===== src/rtl/ram_port_arbiter.sv =====
// ram_port_arbiter
//
// Shares one single-port search RAM among N_REQ clients (0 = loader,
// 1 = search engine, 2 = display scanner). One access is placed on the RAM
// port per cycle. Clients are picked round-robin. A client asserting Lock
// may keep the port for up to MAX_BURST back-to-back grants. Read data is
// handed back to the issuing client with a fixed-latency valid strobe.
//
// Ports
//   Clock, Resetn      clock and synchronous active-low reset
//   Req/Lock/Wr        per-client request, burst request and write flag
//   Addr/Wdata         per-client address / write data, packed by client index
//   Ram_Q              RAM read data
//   Gnt                one-hot; client's access is on the RAM port this cycle
//   Ram_Addr/Ram_Wdata registered RAM address / write data
//   Ram_Wren           registered RAM write enable
//   Rd_Valid           one-hot; Rd_Data belongs to this client this cycle
//   Rd_Data            pass-through of Ram_Q
module ram_port_arbiter #(
    parameter int N_REQ     = 3,
    parameter int ADDR_W    = 5,
    parameter int DATA_W    = 8,
    parameter int RD_LAT    = 1,
    parameter int MAX_BURST = 4
) (
    input  logic                      Clock,
    input  logic                      Resetn,
    input  logic [N_REQ-1:0]          Req,
    input  logic [N_REQ-1:0]          Lock,
    input  logic [N_REQ-1:0]          Wr,
    input  logic [N_REQ*ADDR_W-1:0]   Addr,
    input  logic [N_REQ*DATA_W-1:0]   Wdata,
    input  logic [DATA_W-1:0]         Ram_Q,
    output logic [N_REQ-1:0]          Gnt,
    output logic [ADDR_W-1:0]         Ram_Addr,
    output logic [DATA_W-1:0]         Ram_Wdata,
    output logic                      Ram_Wren,
    output logic [N_REQ-1:0]          Rd_Valid,
    output logic [DATA_W-1:0]         Rd_Data
);

    localparam int IDX_W   = (N_REQ > 1) ? $clog2(N_REQ) : 1;
    localparam int BURST_W = $clog2(MAX_BURST + 1);

    typedef enum logic {
        IDLE  = 1'b0,
        GRANT = 1'b1
    } state_t;

    state_t              state_q, state_d;
    logic [IDX_W-1:0]    last_q, last_d;      // last winner; also the client granted while in GRANT
    logic [BURST_W-1:0]  burst_q, burst_d;
    logic [ADDR_W-1:0]   ram_addr_q, ram_addr_d;
    logic [DATA_W-1:0]   ram_wdata_q, ram_wdata_d;
    logic                ram_wren_q, ram_wren_d;

    // Read tag pipeline: stage 0 is loaded at the edge that ends a read's
    // grant cycle, so the last stage lines up with the RAM output.
    logic                tag_vld_q [RD_LAT];
    logic                tag_vld_d [RD_LAT];
    logic [IDX_W-1:0]    tag_id_q  [RD_LAT];
    logic [IDX_W-1:0]    tag_id_d  [RD_LAT];

    logic [ADDR_W-1:0]   addr_arr  [N_REQ];
    logic [DATA_W-1:0]   wdata_arr [N_REQ];
    logic [N_REQ-1:0]    elig;
    logic                lock_cont;
    logic                rr_found;
    logic [IDX_W-1:0]    rr_win;
    logic [IDX_W-1:0]    rr_cand;
    logic [IDX_W-1:0]    sel;

    generate
        for (genvar gi = 0; gi < N_REQ; gi++) begin : g_client
            assign addr_arr[gi]  = Addr[gi*ADDR_W +: ADDR_W];
            assign wdata_arr[gi] = Wdata[gi*DATA_W +: DATA_W];
            // The client holding the port is excluded; a locked continuation
            // is handled separately by lock_cont.
            assign elig[gi]      = Req[gi] &&
                                   !((state_q == GRANT) && (last_q == IDX_W'(gi)));
            assign Gnt[gi]       = (state_q == GRANT) && (last_q == IDX_W'(gi));
            assign Rd_Valid[gi]  = tag_vld_q[RD_LAT-1] &&
                                   (tag_id_q[RD_LAT-1] == IDX_W'(gi));
        end
    endgenerate

    assign lock_cont = (state_q == GRANT) && Req[last_q] && Lock[last_q] &&
                       (burst_q < BURST_W'(MAX_BURST - 1));

    // Round-robin scan starting just after the last winner.
    always_comb begin
        rr_found = 1'b0;
        rr_win   = last_q;
        rr_cand  = '0;
        for (int k = 1; k <= N_REQ; k++) begin
            rr_cand = IDX_W'((int'(last_q) + k) % N_REQ);
            if (!rr_found && elig[rr_cand]) begin
                rr_found = 1'b1;
                rr_win   = rr_cand;
            end
        end
    end

    // Next-state and RAM port register inputs.
    always_comb begin
        state_d     = IDLE;
        last_d      = last_q;
        burst_d     = burst_q;
        ram_addr_d  = ram_addr_q;
        ram_wdata_d = ram_wdata_q;
        ram_wren_d  = 1'b0;
        sel         = rr_win;

        if (lock_cont) begin
            state_d = GRANT;
            sel     = last_q;
            burst_d = burst_q + 1'b1;
        end else if (rr_found) begin
            state_d = GRANT;
            sel     = rr_win;
            burst_d = '0;
        end

        if (state_d == GRANT) begin
            last_d      = sel;
            ram_addr_d  = addr_arr[sel];
            ram_wdata_d = wdata_arr[sel];
            ram_wren_d  = Wr[sel];
        end
    end

    always_comb begin
        tag_vld_d[0] = (state_q == GRANT) && !ram_wren_q;
        tag_id_d[0]  = last_q;
        for (int s = 1; s < RD_LAT; s++) begin
            tag_vld_d[s] = tag_vld_q[s-1];
            tag_id_d[s]  = tag_id_q[s-1];
        end
    end

    always_ff @(posedge Clock) begin
        if (!Resetn) begin
            state_q     <= IDLE;
            last_q      <= IDX_W'(N_REQ - 1);
            burst_q     <= '0;
            ram_addr_q  <= '0;
            ram_wdata_q <= '0;
            ram_wren_q  <= 1'b0;
            for (int s = 0; s < RD_LAT; s++) begin
                tag_vld_q[s] <= 1'b0;
                tag_id_q[s]  <= '0;
            end
        end else begin
            state_q     <= state_d;
            last_q      <= last_d;
            burst_q     <= burst_d;
            ram_addr_q  <= ram_addr_d;
            ram_wdata_q <= ram_wdata_d;
            ram_wren_q  <= ram_wren_d;
            for (int s = 0; s < RD_LAT; s++) begin
                tag_vld_q[s] <= tag_vld_d[s];
                tag_id_q[s]  <= tag_id_d[s];
            end
        end
    end

    assign Ram_Addr  = ram_addr_q;
    assign Ram_Wdata = ram_wdata_q;
    assign Ram_Wren  = ram_wren_q;
    assign Rd_Data   = Ram_Q;

endmodule


===== config.mk =====
export PLATFORM = sky130hd
export DESIGN_NAME = ram_port_arbiter
export DESIGN_NICKNAME = d
export VERILOG_FILES = /design/src/rtl/ram_port_arbiter.sv
export SDC_FILE = /design/constraint.sdc
export NUM_CORES = 1
export LEC_CHECK = 0
export ABC_AREA = 1
export ABC_CLOCK_PERIOD_IN_PS = 2100
export CELL_PAD_IN_SITES_DETAIL_PLACEMENT = 1
export CELL_PAD_IN_SITES_GLOBAL_PLACEMENT = 2
export CORE_ASPECT_RATIO = 2
export CORE_MARGIN = 2
export CORE_UTILIZATION = 17
export DETAILED_ROUTE_END_ITERATION = 10
export PLACE_DENSITY = 0.73
export REMOVE_ABC_BUFFERS = 1
export SYNTH_ARGS = -nofsm -noshare
export SYNTH_HDL_FRONTEND = slang
export SYNTH_SLANG_ARGS = --single-unit

===== constraint.sdc =====
create_clock -name Clock -period 2.1 [get_ports Clock]
set_input_delay 0.21 -clock Clock [delete_from_list [all_inputs] [get_ports Clock]]
set_output_delay 0.21 -clock Clock [all_outputs]
set_load 0.03 [all_outputs]

### Yosys cells after proc, flatten, opt, wreduce, memory -nomap -nowiden

Memories as Yosys holds them, arrays and structs flattened.
Index checks and enable logic that the tools add are counted.

| word-level totals | value |
|---|---|
| memories kept | 2 |
| output and inout port bits | 28 |
| RAM bits | 3 |
| bits of input ports | 58 |
| bits in registers | 20 |

| operators by class | value |
|---|---|
| div/mod/pow operators | 3 |
| muxes and demuxes | 35 |
| reductions and logical operators | 27 |
| add/sub/neg operators | 4 |
| $lt $le $gt $ge | 7 |
| equal/unequal tests | 4 |
| bitwise gates (word level) | 1 |

Memory list:

| name | words | bits a word | rd ports | clocked after Yosys merged registers in | wr ports | RTL line | RTL |
|---|---|---|---|---|---|---|---|
| tag_id_q | 1 | 2 | 1 | 0 | 1 | 61 | `logic [IDX_W-1:0] tag_id_q [RD_LAT];` |
| tag_vld_q | 1 | 1 | 1 | 0 | 1 | 59 | `logic tag_vld_q [RD_LAT];` |

Operators with widths:

| kind | number |
|---|---|
| remainder unit 32 x 3 -> 32 bit (second input constant) | 3 |
| binary-select mux 8 bit (select 2 bit) | 1 |
| two-way mux 1 bit | 16 |
| two-way mux 8 bit | 2 |
| logical AND 1 bit | 15 |
| < comparator 2 x 3 -> 1 bit (second input constant) | 5 |
| binary-select mux 1 bit (select 2 bit) | 6 |
| binary-select mux 5 bit (select 2 bit) | 1 |
| two-way mux 2 bit | 5 |
| two-way mux 5 bit | 2 |
| adder 2 x 2 -> 3 bit (second input constant) | 2 |
| logical NOT 1 bit | 6 |
| two-way mux 3 bit | 2 |
| == test 2 x 1 -> 1 bit (second input constant) | 2 |
| == test 2 bit (second input constant) | 2 |
| logical NOT 2 bit | 2 |
| adder 2 x 1 -> 3 bit (second input constant) | 1 |
| adder 3 x 1 -> 3 bit (second input constant) | 1 |
| greater-or-equal comparator 3 bit (second input constant) | 1 |
| < comparator 3 x 2 -> 1 bit (second input constant) | 1 |
| NOT 2 -> 3 bit | 1 |
| AND reduction 2 bit | 1 |
| nonzero test 2 bit | 1 |
| OR reduction 2 bit | 1 |
| OR reduction 1 bit | 1 |

### Depth between registers and ports, before layout

| logic depth | value |
|---|---|
| depth in word-level cells | 18 |
| depth in mapped cells | 17 |

### Least setup slack after synthesis

No wires, ideal clock.

| path | value |
|---|---|
| path type | flip-flop to flip-flop |
| start | reg last_q[0] |
| end | reg ram_addr_q[0] (netlist: Ram_Addr[0]) |
| required time | 1.980 ns |
| slack | -0.014 ns |
| arrival time | 1.994 ns |
| cell stages (with the launch flop) | 16 |
| path buffers | 2 |
| library setup time | 0.120 ns |
| cells stage by stage | dfxtp_1 > inv_1 > ha_1 > inv_2 > a21oi_1 > nand2_1 > nand2_4 > nand3_1 > nand3_1 > nand3_1 > nand2_2 > buf_6 > buf_2 > nand3b_1 > nand3_1 > a21oi_1 |

| between the ends | value |
|---|---|
| word-level cells in the longest chain between the ends | 18 |
| elaborated cells on any way between the ends | 48 |

RTL lines:

| element | RTL line | RTL |
|---|---|---|
| start, declared | 51 | `logic [IDX_W-1:0] last_q, last_d;` |
| start signal, assigned | 144 | `last_q <= IDX_W'(N_REQ - 1);` |
| start signal, assigned | 155 | `last_q <= last_d;` |
| branches (longest 18 deep; another with remainder unit 32 x 3 -> 32 bit) | n/a |  |
| end signal, assigned | 157 | `ram_addr_q <= ram_addr_d;` |
| end, declared | 53 | `logic [ADDR_W-1:0] ram_addr_q, ram_addr_d;` |

Parallel ways; which one is timed is not known. The select of a mux whose other input is x is not followed.
A chain may end at the register's enable or synchronous reset.

### Worst setup path after layout

| path | value |
|---|---|
| start | reg last_q[1] |
| end | reg ram_wren_q (netlist: Ram_Wren) |

| between the ends | value |
|---|---|
| word-level cells in the longest chain between the ends | 16 |
| elaborated cells on any way between the ends | 47 |

RTL lines:

| element | RTL line | RTL |
|---|---|---|
| branches (longest 16 deep; another with remainder unit 32 x 3 -> 32 bit) | n/a |  |
| end signal, assigned | 159 | `ram_wren_q <= ram_wren_d;` |
| end, declared | 55 | `logic ram_wren_q, ram_wren_d;` |

Parallel ways; which one is timed is not known. The select of a mux whose other input is x is not followed.

==> reports/metrics.json <==
{
  "grt": {
    "gr-usage-all-layers_pct": 12.26,
    "grt_max_degree": 18,
    "antenna_violations_before_repair": 0,
    "total_congestion_overflow": 0,
    "grt_first_pass_wirelength_microns": 10130,
    "grt_pass1_vias": 2103
  },
  "setup_path": {
    "worst-path-max-fanout": 8,
    "worst_setup_path_start_kind": "register",
    "timing.critical_path.to_type": "register",
    "critPathKind": "register to register",
    "worstPathArrival_ns": 2.37,
    "timing.critical_path.required_ns": 2.29
  },
  "synth": {
    "netlist_top_cells_area": "sky130_fd_sc_hd__dfxtp_1, sky130_fd_sc_hd__nand3_1, sky130_fd_sc_hd__nand2_1",
    "avgSynthCellArea_sq_um": 6.392,
    "yosys-top-cells-count": "sky130_fd_sc_hd__nand2_1, sky130_fd_sc_hd__nand3_1, sky130_fd_sc_hd__nor2_1, sky130_fd_sc_hd__inv_1, sky130_fd_sc_hd__dfxtp_1",
    "share_of_flip_flops_with_an_asynchronous_set_or_reset_after_synthesis_pct": 0,
    "main_combinational_cell_family_by_area_after_synthesis": "simple AND/OR/NAND/NOR gates",
    "yosysUniqueCellTypes": 24,
    "yosys.area_share.simple_pct": 41.27,
    "synth_sequential_area_ratio_pct": 27.92,
    "yosys-mux-area-fraction_pct": 0,
    "count_of_mapped_cells_out_of_synthesis": 258,
    "synth_top_flop_cell": "sky130_fd_sc_hd__dfxtp_1",
    "mappedNetlistArea_sq_um": 1649,
    "yosysWarningCount": 0,
    "number_of_enable_type_register_cells_in_the_synthesized_netlist": 0,
    "postSynthRegisterBits": 23,
    "yosys.area_share.adder_pct": 3.035,
    "post_synth_xor_area_fraction_pct": 0,
    "synth_top_area_share_pct": 27.92,
    "yosysTopAreaCell": "sky130_fd_sc_hd__dfxtp_1",
    "synth_compound_area_share_pct": 11.84
  },
  "sta": {
    "final.setup_skew_ns": 0.002495,
    "unrepaired_setup_endpoints_after_global_routing": "true",
    "final_max_slew_viol_count": 0,
    "final_critical_path_setup_slack_ns": -0.07626,
    "fin_crit_sh_pct": 103.6,
    "min_period_ns": 2.176,
    "achievable_freq_ghz": 0.4595,
    "timing.slew.headroom_pct": 77.30,
    "setup_viol": 3,
    "timing_worst_slew_pin_value_ns": 0.3395,
    "timing_hold_violations_final": 0,
    "fin_tns_setup_ns": -0.1077
  },
  "status": {
    "failed_checks": "setup timing",
    "run_status": "complete, but fails checks"
  },
  "power": {
    "switching_share_pct": 50.05,
    "power.density_nw_per_um2": 2082,
    "power.total_mw": 6.190,
    "switchingPower_mw": 3.098,
    "clock_power_share_pct": 7.0,
    "p_comb_share_pct": 81.4,
    "ir_drop_mv": 0.9633,
    "cellInternalPower_mw": 3.092,
    "cellLeakagePower_nw": 1.288,
    "p_seq_share_pct": 11.6
  },
  "cts": {
    "clock_sinks": 23,
    "ctsRootBufferMaster": "sky130_fd_sc_hd__clkbuf_16",
    "cts.clk_slew.worst_paths_ns": 0.07,
    "ctsLongestPathBuffers": 2,
    "hold_buffers": 0,
    "tritoncts": "yes",
    "htreeDepth": 1,
    "worstSkewPairLatency_ns": 0.26,
    "numCtsBuffers": 3
  },
  "place": {
    "port_buffers": 69,
    "gp_routability_congestion": 0.7781,
    "dp_slack_ns": -0.1953,
    "dpl.hpwl_microns": 5113
  },
  "routing": {
    "remaining_number_of_nets_flagged_by_the_antenna_check_after_routing": 0,
    "drc": 0,
    "via_per_inst": 4.619,
    "drt-total-wl_microns": 7081,
    "drt-wirelength-per-cell_microns": 15.88,
    "drt_iter0_drc": 50,
    "drt_first_pass_iters": 4,
    "vias": 2060
  },
  "final_layout": {
    "antenna_cells_inserted": 0,
    "final_util_pct": 31.68,
    "areaGrowthSynthToFinish_pct": 80.27,
    "area_of_the_multi_input_gates_sq_um": 1166,
    "area_taken_by_flip_flops_and_latches_sq_um": 466.7,
    "drive_above_1_share_pct": 26.61,
    "finish.net_count": 405,
    "filler_cell_count": 1164
  },
  "die": {
    "horizontal_die_dimension_microns": 73.65,
    "io-pin-count": 86,
    "die_h_microns": 143.3,
    "row_count": 50,
    "coreArea_sq_um": 9384,
    "floorplan.die_area_sq_um": 10550,
    "floorplan.initialDensity_pct": 17.57
  },
  "hold_path": {
    "min_path_type": "primary input to output pin"
  },
  "run": {
    "number_of_max_capacitance_violations_reported": 0
  }
}
worst paths after layout:
path / end / depth (start not counted) / startpoint / slack, ns
hold reg to reg: tag_vld_q[0]$_DFF_P_ / 1 / Ram_Wren$_SDFF_PN0_ / 0.45
setup / recovery: Ram_Wren$_SDFF_PN0_ / 15 / last_q[1]$_SDFFE_PN1P_ / -0.08
setup reg to reg: Ram_Wren$_SDFF_PN0_ / 15 / last_q[1]$_SDFFE_PN1P_ / -0.08
hold / removal: Rd_Data[0] / 0 / Ram_Q[0] / 0.42
per-layer routing:
metal / GRT usage, % / part of all wire, % / vias up
li1: - / - / 1002
met1: 11.52 / 34 / 988
met2: 25.75 / 60 / 56
met3: 1.623 / 2.9 / 14
met4: 3.062 / 2.4 / 0
met5: 0 / 0 / -
flip-flops by register name, indices dropped and copies added, names as in the netlist:
signal / count
last_q: 2
Ram_Wdata: 8
tag_id_q: 2
tag_vld_q: 1
Ram_Addr: 5
Ram_Wren: 1
burst_q: 3
state_q: 1
cells in the final DEF, fill, tap and decap left out, types with 3 or more instances in the layout:
cell type / n
sky130_fd_sc_hd__a21oi_1: 16
sky130_fd_sc_hd__a21oi_2: 3
sky130_fd_sc_hd__buf_4: 20
sky130_fd_sc_hd__buf_6: 7
sky130_fd_sc_hd__clkbuf_16: 4
sky130_fd_sc_hd__clkdlybuf4s50_1: 69
sky130_fd_sc_hd__dfxtp_1: 20
sky130_fd_sc_hd__ha_4: 3
sky130_fd_sc_hd__inv_1: 28
sky130_fd_sc_hd__nand2_1: 28
sky130_fd_sc_hd__nand2_2: 11
sky130_fd_sc_hd__nand2_4: 3
sky130_fd_sc_hd__nand3_1: 26
sky130_fd_sc_hd__nand3_2: 15
sky130_fd_sc_hd__nand3b_1: 15
sky130_fd_sc_hd__nand4_1: 4
sky130_fd_sc_hd__nor2_1: 25
sky130_fd_sc_hd__nor2_2: 5
sky130_fd_sc_hd__nor2_4: 3
sky130_fd_sc_hd__o21ai_0: 15
critical path, stage by stage, from the launching register on:
cell,delay [ns]
sky130_fd_sc_hd__dfxtp_4,0.37
sky130_fd_sc_hd__inv_6,0.05
sky130_fd_sc_hd__ha_4,0.30
sky130_fd_sc_hd__inv_4,0.05
sky130_fd_sc_hd__a21oi_2,0.13
sky130_fd_sc_hd__nand2_2,0.09
sky130_fd_sc_hd__nand2_4,0.11
sky130_fd_sc_hd__nand3_4,0.11
sky130_fd_sc_hd__nor2_4,0.14
sky130_fd_sc_hd__nor2_4,0.05
sky130_fd_sc_hd__nand2_4,0.12
sky130_fd_sc_hd__buf_6,0.16
sky130_fd_sc_hd__nand2_8,0.08
sky130_fd_sc_hd__nor2_2,0.12
sky130_fd_sc_hd__nand2_1,0.07
sky130_fd_sc_hd__a21boi_1,0.14
final cells by class:
type                    count  area share (%)
multi-input cells         183           39.23
repair buffers            100           33.63
flip-flops and latches     23           15.70
inverters                  32           4.377
well taps                 104           4.377
clock buffers               3           2.525
clock inverters             1          0.1684
cell families after synthesis:
| kind of cell | Yosys count |
|---|---|
| compound gates | 38 |
| fa+ha+maj | 4 |
| buf+inv | 53 |
| flops | 23 |
| simple gates | 140 |
power groups by stage:
stage               Combinational (mW)  Sequential, mW  Clock (mW)
finish                            5.04           0.719       0.435
detailed placement                3.59           0.708           0
global route                      5.44           0.736       0.455
global placement                  3.51           0.710           0
floorplan                         1.91           0.871           0
CTS                               4.06           0.709       0.443
timing repair:
item	4_1_cts	5_1_grt
setup buffers	6	6
gates cloned	1	2
setup endpoints to repair	15	17
hold endpoints to repair	0	0
gates resized for setup	21	54
pin swaps	11	39
per-stage QoR:
stage               hold slack, ns  instances  cell area, sq um
CTS                         0.4203        441              2705
global route                0.4202        446              2973
floorplan                   0.2800        237              1506
detailed placement          0.4203        431              2497
global placement            0.4203        431              2497
finish                      0.4202        446              2973
Power figures use the tool's default switching activity.
